[src/rtl/ps2_rx_fifo.sv]
// PS/2 device-to-host receiver: synchronises the raw lines, deframes 11-bit
// frames with start/parity/stop/timeout checks and queues good bytes in a FIFO.
module ps2_rx_fifo #(
  parameter int DEPTH_LOG2     = 3,
  parameter int TIMEOUT_CYCLES = 100000
) (
  input  logic       clk,
  input  logic       clr,
  input  logic       ps2_clk,
  input  logic       ps2_dat,
  input  logic       nextdata,
  output logic [7:0] code,
  output logic       ready,
  output logic       overflow,
  output logic       frame_err
);
  localparam int DEPTH = 1 << DEPTH_LOG2;
  localparam int TW    = $clog2(TIMEOUT_CYCLES);
  localparam int CW    = DEPTH_LOG2 + 1;

  logic [2:0]            kclk;
  logic [1:0]            kdat;
  logic                  fall, bit_s, frame_ok;
  logic [3:0]            bcnt;
  logic [9:0]            sr;
  logic [TW-1:0]         tcnt;
  logic                  push_q;
  logic [7:0]            push_data;

  logic [DEPTH-1:0][7:0] mem;
  logic [DEPTH_LOG2-1:0] rd_ptr, wr_ptr;
  logic [CW-1:0]         cnt, cnt_nxt;
  logic                  pop, full, wr_ok;

  // The data line is only consumed at stage 2, so its chain stops there.
  always_ff @(posedge clk or negedge clr) begin
    if (!clr) begin
      kclk <= 3'b111;
      kdat <= 2'b11;
    end else begin
      kclk <= {kclk[1:0], ps2_clk};
      kdat <= {kdat[0], ps2_dat};
    end
  end

  assign fall  = !kclk[1] && kclk[2];
  assign bit_s = kdat[1];
  // sr holds bits 0..9 (start at sr[0]); bit_s is the stop bit on the last edge
  assign frame_ok = !sr[0] && (^sr[9:1]) && bit_s;

  always_ff @(posedge clk or negedge clr) begin
    if (!clr) begin
      bcnt      <= '0;
      sr        <= '0;
      tcnt      <= '0;
      push_q    <= 1'b0;
      push_data <= '0;
      frame_err <= 1'b0;
    end else begin
      push_q    <= 1'b0;
      frame_err <= 1'b0;
      if (fall) begin
        tcnt <= '0;
        if (bcnt == 4'd0 && bit_s) begin
          frame_err <= 1'b1;
        end else if (bcnt == 4'd10) begin
          bcnt <= '0;
          if (frame_ok) begin
            push_q    <= 1'b1;
            push_data <= sr[8:1];
          end else begin
            frame_err <= 1'b1;
          end
        end else begin
          sr   <= {bit_s, sr[9:1]};
          bcnt <= bcnt + 4'd1;
        end
      end else if (bcnt != 4'd0) begin
        if (tcnt == TW'(TIMEOUT_CYCLES - 1)) begin
          bcnt      <= '0;
          tcnt      <= '0;
          frame_err <= 1'b1;
        end else begin
          tcnt <= tcnt + TW'(1);
        end
      end
    end
  end

  assign ready = (cnt != '0);
  assign code  = mem[rd_ptr];
  assign pop   = ready && !nextdata;
  assign full  = (cnt == CW'(DEPTH));
  // A concurrent pop frees the slot, so a full FIFO still accepts the push.
  assign wr_ok = push_q && (!full || pop);

  always_comb begin
    cnt_nxt = cnt;
    if (wr_ok && !pop)      cnt_nxt = cnt + CW'(1);
    else if (!wr_ok && pop) cnt_nxt = cnt - CW'(1);
  end

  always_ff @(posedge clk or negedge clr) begin
    if (!clr) begin
      mem      <= '0;
      rd_ptr   <= '0;
      wr_ptr   <= '0;
      cnt      <= '0;
      overflow <= 1'b0;
    end else begin
      cnt <= cnt_nxt;
      if (wr_ok) begin
        mem[wr_ptr] <= push_data;
        wr_ptr      <= wr_ptr + DEPTH_LOG2'(1);
      end
      if (pop) rd_ptr <= rd_ptr + DEPTH_LOG2'(1);
      if (pop)                 overflow <= 1'b0;
      else if (push_q && !wr_ok) overflow <= 1'b1;
    end
  end
endmodule
[config.mk]
export PLATFORM = sky130hd
export DESIGN_NAME = ps2_rx_fifo
export DESIGN_NICKNAME = d
export VERILOG_FILES = /design/src/rtl/ps2_rx_fifo.sv
export SDC_FILE = /design/constraint.sdc
export NUM_CORES = 1
export LEC_CHECK = 0
export ABC_AREA = 1
export BUFFER_PORTS_ARGS = -buffer_cell sky130_fd_sc_hd__buf_4
export CAP_MARGIN = 15
export CORE_ASPECT_RATIO = 0.8
export CORE_MARGIN = 3
export CORE_UTILIZATION = 50
export DETAILED_ROUTE_END_ITERATION = 10
export PLACE_DENSITY = 0.72
export SLEW_MARGIN = 20
export SYNTH_ARGS = -nofsm -noshare
export SYNTH_HDL_FRONTEND = slang
export SYNTH_SLANG_ARGS = --single-unit
[constraint.sdc]
create_clock -name clk -period 5.2 [get_ports clk]
set_input_delay 0.52 -clock clk [delete_from_list [all_inputs] [get_ports clk]]
set_output_delay 0.52 -clock clk [all_outputs]
set_load 0.02 [all_outputs]
Word level (Yosys, flattened, before mapping)
Cells that the tools add are included.
Word-level totals
  bits in registers: 121
  output and inout bits: 11
  word-level logic and storage cells: 90
Operators by class
  $add $sub $neg: 6
  order comparisons: 3
  eq/ne operators: 4
  multiplexer cells: 27
  bitwise operators: 2
  reductions and logical operators: 28
Operator list (number)
  $bwmux W64: 1
  $mux W17: 3
  $mux W4: 7
  $bmux W8 S3: 1
  $demux W8 S3: 1
  $add A17 B1 Y17 const B: 1
  $eq A17 B17 Y1 const B: 1
  $mux W8: 2
  $mux W1: 12
  $logic_and A1 B1 Y1: 10
  $reduce_xor A9 Y1: 1
  $add A4 B1 Y4 const B: 2
  $eq A4 B4 Y1 const B: 2
  $lt A3 B4 Y1 const B: 2
  $reduce_bool A2 Y1: 4
  $reduce_bool A4 Y1: 2
  $add A3 B1 Y3 const B: 2
  $logic_not A1 Y1: 6
  $reduce_and A3 Y1: 2
  $logic_not A4 Y1: 1
  $reduce_and A4 Y1: 1
  $sub A4 B1 Y4 const B: 1
  $ge A3 B1 Y1 const B: 1
  $ne A2 B2 Y1 const B: 1
  2 further kinds: 3

Logic depth before layout (Yosys ltp)
Gate-level depths: netlist of run 1.
  word-level depth: 8
  depth in mapped cells: 14
  depth with buffers taken out: 13

Least setup slack after synthesis of run 1
Ideal clock, no wire load.
  path type: reg-to-reg
  start: reg cnt[0]
  end: reg cnt[3]
  library setup time: 125 ps
  data arrival time: 2165 ps
  required time: 5075 ps
  setup slack: 2910 ps
  stages on the path, launching flop included: 13
  buffers on the path: 0
  cell sequence: dfrtp_1 > nor3_2 > nand2_1 > nand2_1 > ha_1 > inv_1 > ha_1 > a21o_2 > a21oi_1 > nand2_1 > nand2_1 > nor2_1 > xor2_1
On the way
  cells in the longest elaborated chain, start to end: 7
  elaborated cells on any way between the ends: 15
  those cells by class: add/sub: 2; eq/ne: 1; mux: 2; reduce/logical: 10
RTL lines
  start: declaration: line 32  | logic [CW-1:0] cnt, cnt_nxt;
  start signal: assignment: line 111  | cnt <= cnt_nxt;
  $reduce_bool A4 Y1 (*): line 90  | assign ready = (cnt != '0);
  net ready: line 13  | output logic ready,
  $logic_and A1 B1 Y1 (*): line 92  | assign pop = ready && !nextdata;
  $logic_or A1 B1 Y1: line 95  | assign wr_ok = push_q && (!full || pop);
  $logic_and A1 B1 Y1: line 95
  $logic_not A1 Y1: line 100  | else if (!wr_ok && pop) cnt_nxt = cnt - CW'(1);
  $logic_and A1 B1 Y1: line 100
  $reduce_bool A2 Y1 (no source line)
Mark *: on every way through the listed nets, which the timed path passes. The rest lies on a longest branch. The select of a mux whose other input is x is not followed.
A chain may end at the register's enable or synchronous reset.

Worst setup path after layout of run 1
  start: reg rd_ptr[0]
  end: out code[7]
On the way
  cells in the longest elaborated chain, start to end: 2
RTL lines
  start: declaration: line 31  | logic [DEPTH_LOG2-1:0] rd_ptr, wr_ptr;
  start signal: assignment: line 116  | if (pop) rd_ptr <= rd_ptr + DEPTH_LOG2'(1);
  $bmux W8 S3: line 91  | assign code = mem[rd_ptr];
  $mux W8 (not written as such): line 91
  end: declaration: line 12  | output logic [7:0] code,
No other way between the ends. The select of a mux whose other input is x is not followed.

==> impl_metrics.yaml, run 1 <==
status:
  status: "completed"
timing:
  hold_viol: 0
  fmax_mhz: 289
  max_slew.worst_pin.slew_ns: 0.954
  relSlewSlack_pct: 36.4
  setup_tns_ns: 0
  worst_slack_ns: 1.74
  fin_crit_sh_pct: 66.6
  period_minus_slack_ns: 3.46
  hold_slack_ns: 0.133
  setup_viol: 0
  finClkSkew_ns: 0.00982
  rsz0062_at_grt: "false"
  final-max-slew-violation-count: 0
power_and_ir_drop:
  leakage_nw: 3.14
  power.internal_mw: 1.81
  p_total_mw: 2.57
  combPwrFrac_pct: 13.0
  clkPwrFrac_pct: 46.7
  power_density_nw_per_um2: 384
  p_sw_uw: 761
  pwr-share-seq_pct: 40.4
  vdd_ir_drop_max_uv: 285
  switching_share_pct: 29.6
clocking:
  worstSkewPairLatency_ns: 0.42
  clk_pin_slew_ns: 0.06
  clock_sinks: 121
  post-cts-setup-buffers: 0
  cts_tree: "yes"
  clock_path_buffers: 2
  cts_buffers: 17
  ctsRootBufferMaster: "clkbuf_16"
  cts_resized: 0
  cts_max_level: 4
  hold_buffers: 0
die:
  dieArea_um2: 13200
  num_rows: 34
  ioPinCount: 16
  die_h_um: 104
  die_w_um: 128
  start_util_pct: 52.9
  coreArea_um2: 11200
worst_setup_path:
  path_class: "flip-flop to primary output"
  rr_worst_depth: 12
  reg2reg_slack_ns: 2.73
  required_ns: 4.68
  critPathCaptureType: "primary output"
  timing.rr.end: "cnt[3]$_DFFE_PN0P_"
  start_kind: "flip-flop"
  regToRegStartpoint: "cnt[0]$_DFFE_PN0P_"
  crit_fanout: 34
  worstPathArrival_ns: 2.94
route:
  routed_wl_um: 12900
  viasPerCell: 5.52
  drc: 0
  wl_per_cell_um: 15.1
  drt_first_pass_iters: 5
  vias: 4737
  drt.antenna.violating_nets: 0
  drt_iter0_markers: 432
global_route:
  antenna_found_initial: 0
  grt_pass1_wl_um: 22200
  grt_pass1_vias: 4590
  grt_overflow_total: 0
  track_usage_pct: 20.9
  grt_start_max_net_pins: 80
placed_design:
  dp.cells: 826
  placed_area_um2: 6090
  dp_slack_ns: 2.32
  dpl.hpwl_um: 8930
  gp_congestion: 0.902
  portBuffers: 15
yosys:
  syn-cell-area_um2: 5950
  yosysWarnings: 0
  ys_types: 40
  synthCells: 686
  synth_edf_count: 0
  synth_seq_cells: 121
  ys.flop_type: "dfrtp_1"
  syn_area_per_cell_um2: 8.67
  async_flop_share_pct: 100
  syn_nets: 701
  yosysSeqAreaShare_pct: 51.0
finish:
  fill_cells: 959
  finalNetCount: 716
  stdcell_area_um2: 6700
  post-route-util_pct: 59.6
  final_cell_count_no_fill: 858
  layout_commonest_cell: "nand2_1"
  multi_input_area_um2: 2470
  area_growth_syn_to_layout_pct: 12.7
  layout-drive-gt1-share_pct: 12.2
  final_cell_mix: "nand2_1, dfrtp_1, o21ai_0"
  seq_area_um2: 3030
  n_antenna_cell: 0
run:
  maxCapViolations: 0
worst_hold_path:
  worstHoldPathType: "input pin to asynchronous set/reset pin"
==> layer usage <==
layer	global-route usage (%)	wire length [um]
met5	0	0
met4	9.17	259
met3	5.25	641
met2	31.4	5950
met1	28.8	6090
==> registers in the layout, summed over array words and instances, names as in the netlist <==
| signal | cells |
|---|---|
| kclk | 3 |
| mem | 64 |
| push_q | 1 |
| cnt | 4 |
| tcnt | 17 |
| kdat | 2 |
| bcnt | 4 |
| wr_ptr | 3 |
| push_data | 8 |
| rd_ptr | 3 |
| overflow | 1 |
| frame_err | 1 |
| sr | 10 |
==> synth_stat cells (3+ instances only) <==
library cell  count  share of area (%)
nand2_1         162                 10
dfrtp_1         116                 49
o21ai_0          91                7.7
nor2_1           79                5.0
inv_1            63                4.0
o21ai_1          23                1.9
nand4_1          16                1.7
nand3_1          14                1.2
a31oi_1          11                1.2
a21oi_1          10               0.84
o22ai_1          10                1.1
clkbuf_1          9               0.57
ha_1              9                1.9
nand4_4           8                2.9
xor2_1            7                1.0
buf_6             6                1.1
dfstp_2           5                2.2
nor2_2            5               0.53
nor3_1            5               0.42
nand2_2           3               0.32
nand3_2           3               0.51
nor2_4            3               0.57
o21ai_2           3               0.44
or2_2             3               0.32
xnor2_1           3               0.44
==> how the worst max path moves through the flow <==
stage | startpoint | endpoint | cells after the start
after detailed placement | rd_ptr[0]$_DFFE_PN0P_ | code[7] | 6
after floorplan | cnt[0]$_DFFE_PN0P_ | cnt[3]$_DFFE_PN0P_ | 12
final | rd_ptr[0]$_DFFE_PN0P_ | code[7] | 6
after CTS | rd_ptr[0]$_DFFE_PN0P_ | code[7] | 6
after global routing | rd_ptr[0]$_DFFE_PN0P_ | code[3] | 6
after global placement | rd_ptr[0]$_DFFE_PN0P_ | code[0] | 6
==> cell type report <==
cell class	instances	area share [%]
multi-input combinational	478	36.9
sequential	121	45.3
clock inverter	15	2.69
inverter	67	4.20
clock buffer	17	6.35
timing repair buffer	16	1.85
tap	144	2.69
==> logic make-up after synthesis <==
| family | Yosys count | share of synthesized area [%] |
|---|---|---|
| simple gates | 306 | 24.3 |
| compound gates | 152 | 13.6 |
| flops | 121 | 51.0 |
| buf+inv | 87 | 7.36 |
| xor+xnor | 10 | 1.47 |
| fa+ha+maj | 10 | 2.23 |
==> worst max-delay path: stages (launching register included) <==
cell and delay (ns):
dfrtp_1 0.97, inv_1 0.67, o21ai_0 0.37, o22ai_1 0.11, nor2_1 0.12, a31oi_1 0.09
buf_4 0.20
==> power groups by stage <==
| stage | logic, mW | registers [mW] | clock network (mW) |
|---|---|---|---|
| after floorplan | 0.242 | 1.04 | 0 |
| after global placement | 0.312 | 1.05 | 0 |
| after detailed placement | 0.328 | 1.05 | 0 |
| after CTS | 0.334 | 1.04 | 1.22 |
| after global routing | 0.381 | 1.05 | 1.26 |
| final | 0.334 | 1.04 | 1.20 |
(Power assumes the default switching activity.)
==> run 2, diff against run 1 <==
clock period = 3.45 ns   (was 5.2 ns; I/O delays follow)
==> run 2 against run 1 <==
Register-to-register slack got worse by 1.8 ns. Sequential power increased by 51%. Non-clock buffer count up 3. Via count is 1.3% higher. Sequential cell count stayed put. Clock skew is 0.0031 ns higher. First-iteration DRC count is 29% higher. Combinational power rose by 46%. Sequential share of layout area about the same. Worst setup slack worse by 0.87 ns. Largest cell class unchanged. Highest routed layer unchanged.
==> impl_metrics.yaml, run 2 (synthesis results as in run 1) <==
status:
  status: "completed"
clocking:
  clk_pin_slew_ns: 0.06
  ctsRootBufferMaster: "clkbuf_16"
  cts_tree: "yes"
  clock_path_buffers: 2
  cts_max_level: 4
  hold_buffers: 0
  worstSkewPairLatency_ns: 0.42
  cts_buffers: 17
  clock_sinks: 121
  cts_resized: 0
  post-cts-setup-buffers: 0
worst_setup_path:
  cp_cell_sequence: "inv_1 > o21ai_0 > o22ai_1 > nor2_1 > a31oi_1 > buf_4"
  path_class: "flip-flop to primary output"
  slowest_delay_ns: 0.58
  critPathCaptureType: "primary output"
  timing.rr.end: "cnt[3]$_DFFE_PN0P_"
  cp-startpoint: "rd_ptr[1]$_DFFE_PN0P_"
  required_ns: 3.11
  rr_worst_depth: 12
  crit_fanout: 18
  critical_path.endpoint: "code[6]"
  reg2reg_slack_ns: 0.98
  slowest_stage: "dfrtp_1"
  regToRegStartpoint: "cnt[0]$_DFFE_PN0P_"
  worstPathArrival_ns: 2.24
  start_kind: "flip-flop"
die:
  coreArea_um2: 11200
  die_w_um: 128
  start_util_pct: 52.9
  num_rows: 34
  dieArea_um2: 13200
  ioPinCount: 16
  die_h_um: 104
timing:
  max_slew.worst_pin.slew_ns: 0.903
  setup_tns_ns: 0
  final-max-slew-violation-count: 0
  period_minus_slack_ns: 2.58
  fin_crit_sh_pct: 74.9
  setup_viol: 0
  hold_viol: 0
  finClkSkew_ns: 0.0129
  fmax_mhz: 387
  relSlewSlack_pct: 39.8
  rsz0062_at_grt: "false"
finish:
  final_cell_mix: "nand2_1, dfrtp_1, o21ai_0"
  top_register: "mem"
  finalNetCount: 719
  layout_commonest_cell: "nand2_1"
  seq_area_um2: 3030
  largest_register_ffs: 64
  area_growth_syn_to_layout_pct: 12.6
  n_antenna_cell: 0
  fill_cells: 946
  post-route-util_pct: 59.6
  reg_top3: "mem x64, tcnt x17, sr x10"
  layout-drive-gt1-share_pct: 12.6
  multi_input_area_um2: 2470
placed_design:
  dpl.hpwl_um: 8910
  portBuffers: 15
  gp_congestion: 0.902
worst_hold_path:
  worstHoldPathType: "input pin to asynchronous set/reset pin"
route:
  routed_wl_um: 13400
  vias: 4800
  drt_first_pass_iters: 5
  drt_iter0_markers: 558
  viasPerCell: 5.57
  drt.antenna.violating_nets: 0
  drc: 0
  wl_per_cell_um: 15.6
global_route:
  antenna_found_initial: 0
  grt_overflow_total: 0
  grt_start_max_net_pins: 70
  grt_pass1_vias: 4667
  track_usage_pct: 21.7
  grt_pass1_wl_um: 23100
power_and_ir_drop:
  power_density_nw_per_um2: 568
  vdd_ir_drop_max_uv: 427
  leakage_nw: 3.14
run:
  maxCapViolations: 0
==> run 2: changes by cell type in the layout (fill, tap and decap cells not counted), sizes merged <==
cell and change:
bufinv -1, inv -2, clkinv +3, buf +3
==> run 2: metrics by stage <==
stage | setup WS [ns] | hold WS [ns] | power (mW) | instances | area [um2]
2_1_floorplan | 1.16 | 0.0494 | 1.94 | 686 | 5950
3_3_place_gp | 1.06 | 0.346 | 2.05 | 829 | 6110
3_5_place_dp | 1.02 | 0.347 | 2.08 | 829 | 6110
4_1_cts | 0.900 | 0.0178 | 3.83 | 861 | 6700
5_1_grt | 0.658 | 0.0167 | 3.99 | 861 | 6700
6_report | 0.867 | 0.0290 | 3.81 | 861 | 6700
==> run 2: cell type report <==
class | instances | area share [%]
Sequential cell | 121 | 45.3
Timing Repair Buffer | 19 | 2.13
Clock inverter | 15 | 2.37
Clock buffer | 17 | 6.35
Tap cell | 144 | 2.69
Multi-Input combinational cell | 478 | 36.9
Inverter | 67 | 4.20
==> run 2: worst min-delay path by stage <==
stage / from / to / slack (ns)
2_1_floorplan: clr / bcnt[0]$_DFFE_PN0P_ / 0.05
3_3_place_gp: kclk[0]$_DFF_PN1_ / kclk[1]$_DFF_PN1_ / 0.35
3_5_place_dp: kdat[0]$_DFF_PN1_ / kdat[1]$_DFF_PN1_ / 0.35
4_1_cts: ps2_clk / kclk[0]$_DFF_PN1_ / 0.02
5_1_grt: ps2_dat / kdat[0]$_DFF_PN1_ / 0.02
6_report: clr / tcnt[13]$_DFFE_PN0P_ / 0.03
==> run 2: layer usage <==
layer	share of wire [%]	GRT usage, %
met5	0	0
met4	1.7	7.20
met3	5.5	5.61
met2	44	31.1
met1	48	32.0
==> run 2: report_power, final <==
part / internal (mW) / leakage, nW / switching, mW
combinational: 0.145 / 1.23 / 0.343
sequential: 1.49 / 1.63 / 0.0752
clock: 1.02 / 0.279 / 0.731
total: 2.66 / 3.14 / 1.15
==> run 2: critical path, delay by kind of cell (launching register included) <==
family	cells	cell delay (ns)
AOI/OAI and AO/OA	3	0.52
and+or+nand+nor	1	0.06
DFF	1	0.58
buffers and inverters	2	0.65
==> run 3, diff against run 2 <==
ABC_AREA = 0   (was 1)
PLACE_DENSITY = 0.75   (was 0.72)
clock period = 2.3 ns   (was 3.45 ns; I/O delays follow)
==> run 3 against run 2 <==
Total power is 81% higher. Final area grew 0.58%. Routed wire length fell by 18%. Non-clock buffer count increased by 24. Register-to-register slack lost 0.89 ns.
==> impl_metrics.yaml, run 3 <==
status:
  status: "completed"
yosys:
  yosysMostFrequentCell: "dfrtp_1"
  syn_area_per_cell_um2: 14.0
  yosysSeqAreaShare_pct: 53.9
  synth_edf_count: 0
  syn-cell-area_um2: 5630
  synth_commonest_cells: "dfrtp_1, mux2_2, nor2_1"
  synthCells: 403
  synth_seq_cells: 121
  ys.flop_type: "dfrtp_1"
  yosys-top-cells-area: "dfrtp_1, mux2_2, mux4_2, dfstp_2, xor2_1"
  synth_top_area_cell: "dfrtp_1"
  synth.top_cell.area_share_pct: 51.6
  ys_types: 49
  async_flop_share_pct: 100
  yosysWarnings: 0
  syn_nets: 418
worst_setup_path:
  slowest_stage: "mux4_2"
  crit_fanout: 18
  path_class: "flip-flop to primary output"
  slowest_delay_ns: 0.54
  required_ns: 2.07
  reg2reg_slack_ns: 0.09
  worstPathArrival_ns: 1.98
  critPathCaptureType: "primary output"
  start_kind: "flip-flop"
  cp_cell_sequence: "buf_12 > mux4_2 > mux2_2 > buf_4"
  rr_worst_depth: 11
power_and_ir_drop:
  switching_share_pct: 28.1
  p_total_mw: 6.87
  pwr-share-seq_pct: 38.7
  power_density_nw_per_um2: 1020
  power.internal_mw: 4.94
  combPwrFrac_pct: 21.8
  p_sw_mw: 1.93
  clkPwrFrac_pct: 39.5
  leakage_nw: 3.20
  vdd_ir_drop_max_uv: 726
clocking:
  clock_path_buffers: 2
  cts_buffers: 17
  cts_tree: "yes"
  clk_pin_slew_ns: 0.05
  cts_max_level: 4
  worstSkewPairLatency_ns: 0.41
  ctsRootBufferMaster: "clkbuf_16"
  clock_sinks: 121
worst_hold_path:
  whs_path_depth: 2
  worstHoldPathType: "input pin to flip-flop"
run:
  maxCapViolations: 0
route:
  drc: 0
  wl_per_cell_um: 18.2
  viasPerCell: 5.71
  routed_wl_um: 11000
  drt_first_pass_iters: 4
  drt.antenna.violating_nets: 0
  vias: 3455
  drt_iter0_markers: 188
global_route:
  grt_pass1_vias: 3558
  antenna_found_initial: 0
  track_usage_pct: 19.1
  grt_pass1_wl_um: 18700
  grt_overflow_total: 0
  grt_start_max_net_pins: 39
die:
  ioPinCount: 16
  start_util_pct: 53.0
  dieArea_um2: 12600
  die_w_um: 125
  die_h_um: 101
  num_rows: 33
  coreArea_um2: 10600
finish:
  largest_register_ffs: 64
  layout_commonest_cell: "dfrtp_1"
  fill_cells: 751
  reg_top3: "mem x64, tcnt x17, sr x10"
  layout-drive-gt1-share_pct: 44.1
  post-route-util_pct: 63.5
  n_antenna_cell: 0
  finalNetCount: 468
  final_cell_mix: "dfrtp_1, mux2_2, buf_4"
  area_growth_syn_to_layout_pct: 19.7
  top_register: "mem"
timing:
  hold_viol: 0
  period_minus_slack_ns: 2.21
  final-max-slew-violation-count: 0
  setup_viol: 0
  worst_slack_ns: 0.0908
  fin_crit_sh_pct: 96.1
  setup_tns_ns: 0
  finClkSkew_ns: 0.0104
  max_slew.worst_pin.slew_ns: 0.609
  relSlewSlack_pct: 59.4
  fmax_mhz: 453
placed_design:
  gp_congestion: 0.860
  portBuffers: 15
  dp_slack_ns: -0.0172
  dpl.hpwl_um: 7120
## run 3: cell count changes after synthesis, sizes merged, moves of 5 or more
cell	delta
a21oi	-6
a31oi	-9
buf	-5
inv	-56
mux2	+93
mux4	+16
nand2	-149
nand4	-17
nor2	-68
o21ai	-103
o22ai	-10
xnor2	+7
xor2	+6
## run 3: final timing paths
kind	start	to
setup / recovery	rd_ptr[0]$_DFFE_PN0P_	code[2]
setup reg to reg	cnt[2]$_DFFE_PN0P_	cnt[3]$_DFFE_PN0P_
max in group asynchronous	clr	kdat[0]$_DFF_PN1_
min in group asynchronous	clr	sr[9]$_DFFE_PN0P_
hold reg to reg	kdat[0]$_DFF_PN1_	kdat[1]$_DFF_PN1_
hold / removal	nextdata	overflow$_DFFE_PN0P_
## run 3: metal layers
| layer | vias up | GRT usage, % | share of wire [%] |
|---|---|---|---|
| li1 | 1585 | - | - |
| met1 | 1798 | 27.3 | 49 |
| met2 | 60 | 28.7 | 47 |
| met3 | 12 | 5.14 | 3.7 |
| met4 | 0 | 6.15 | 0.98 |
| met5 | - | 0 | 0 |
## run 3: power groups by stage
stage,logic (mW),clock network (mW),registers [mW]
after floorplan,1.15,0,2.56
after CTS,1.50,2.75,2.63
after global placement,1.44,0,2.64
final,1.50,2.72,2.66
after detailed placement,1.49,0,2.65
after global routing,1.67,2.85,2.69
## run 3: through the flow
stage / hold WS [ns] / std cells / instance area (um2)
final: 0.0754 / 605 / 6740
after global placement: 0.192 / 570 / 6060
after floorplan: -0.0656 / 403 / 5630
after global routing: 0.0621 / 605 / 6740
after CTS: 0.0554 / 604 / 6710
after detailed placement: 0.195 / 570 / 6060
## run 3: logic make-up after synthesis
kind of cell | after synthesis | synth area share (%)
AOI/OAI and AO/OA | 32 | 4.09
xor gates and xnor gates | 24 | 3.98
adders and majority gates | 10 | 2.36
buffers and inverters | 20 | 1.58
DFF | 121 | 53.9
muxes | 109 | 25.0
and+or+nand+nor | 87 | 9.03
## run 3: cell type report
type                       instances  area (um2)  share of cell area, %
timing repair buffer              43         355                   5.28
inverter                           8        30.0                  0.446
sequential                       121        3040                   45.1
multi-input combinational        262        2530                   37.6
clock inverter                     8         118                   1.75
clock buffer                      23         488                   7.25
tap                              140         175                   2.60
## run 3: repair_timing
item / in CTS / in global routing
endpoints found under the setup margin: 1 / 3
buffers inserted: 0 / 1
gates resized for setup: 2 / 7
hold buffers: 3 / 0
pin swaps: 0 / 2
endpoints found under the hold margin: 27 / 0
## run 3: worst max-delay path: cells and delay by family (launching register included)
family	cells	cell delay (ns)
muxes	2	0.83
DFF	1	0.37
buffers and inverters	2	0.36
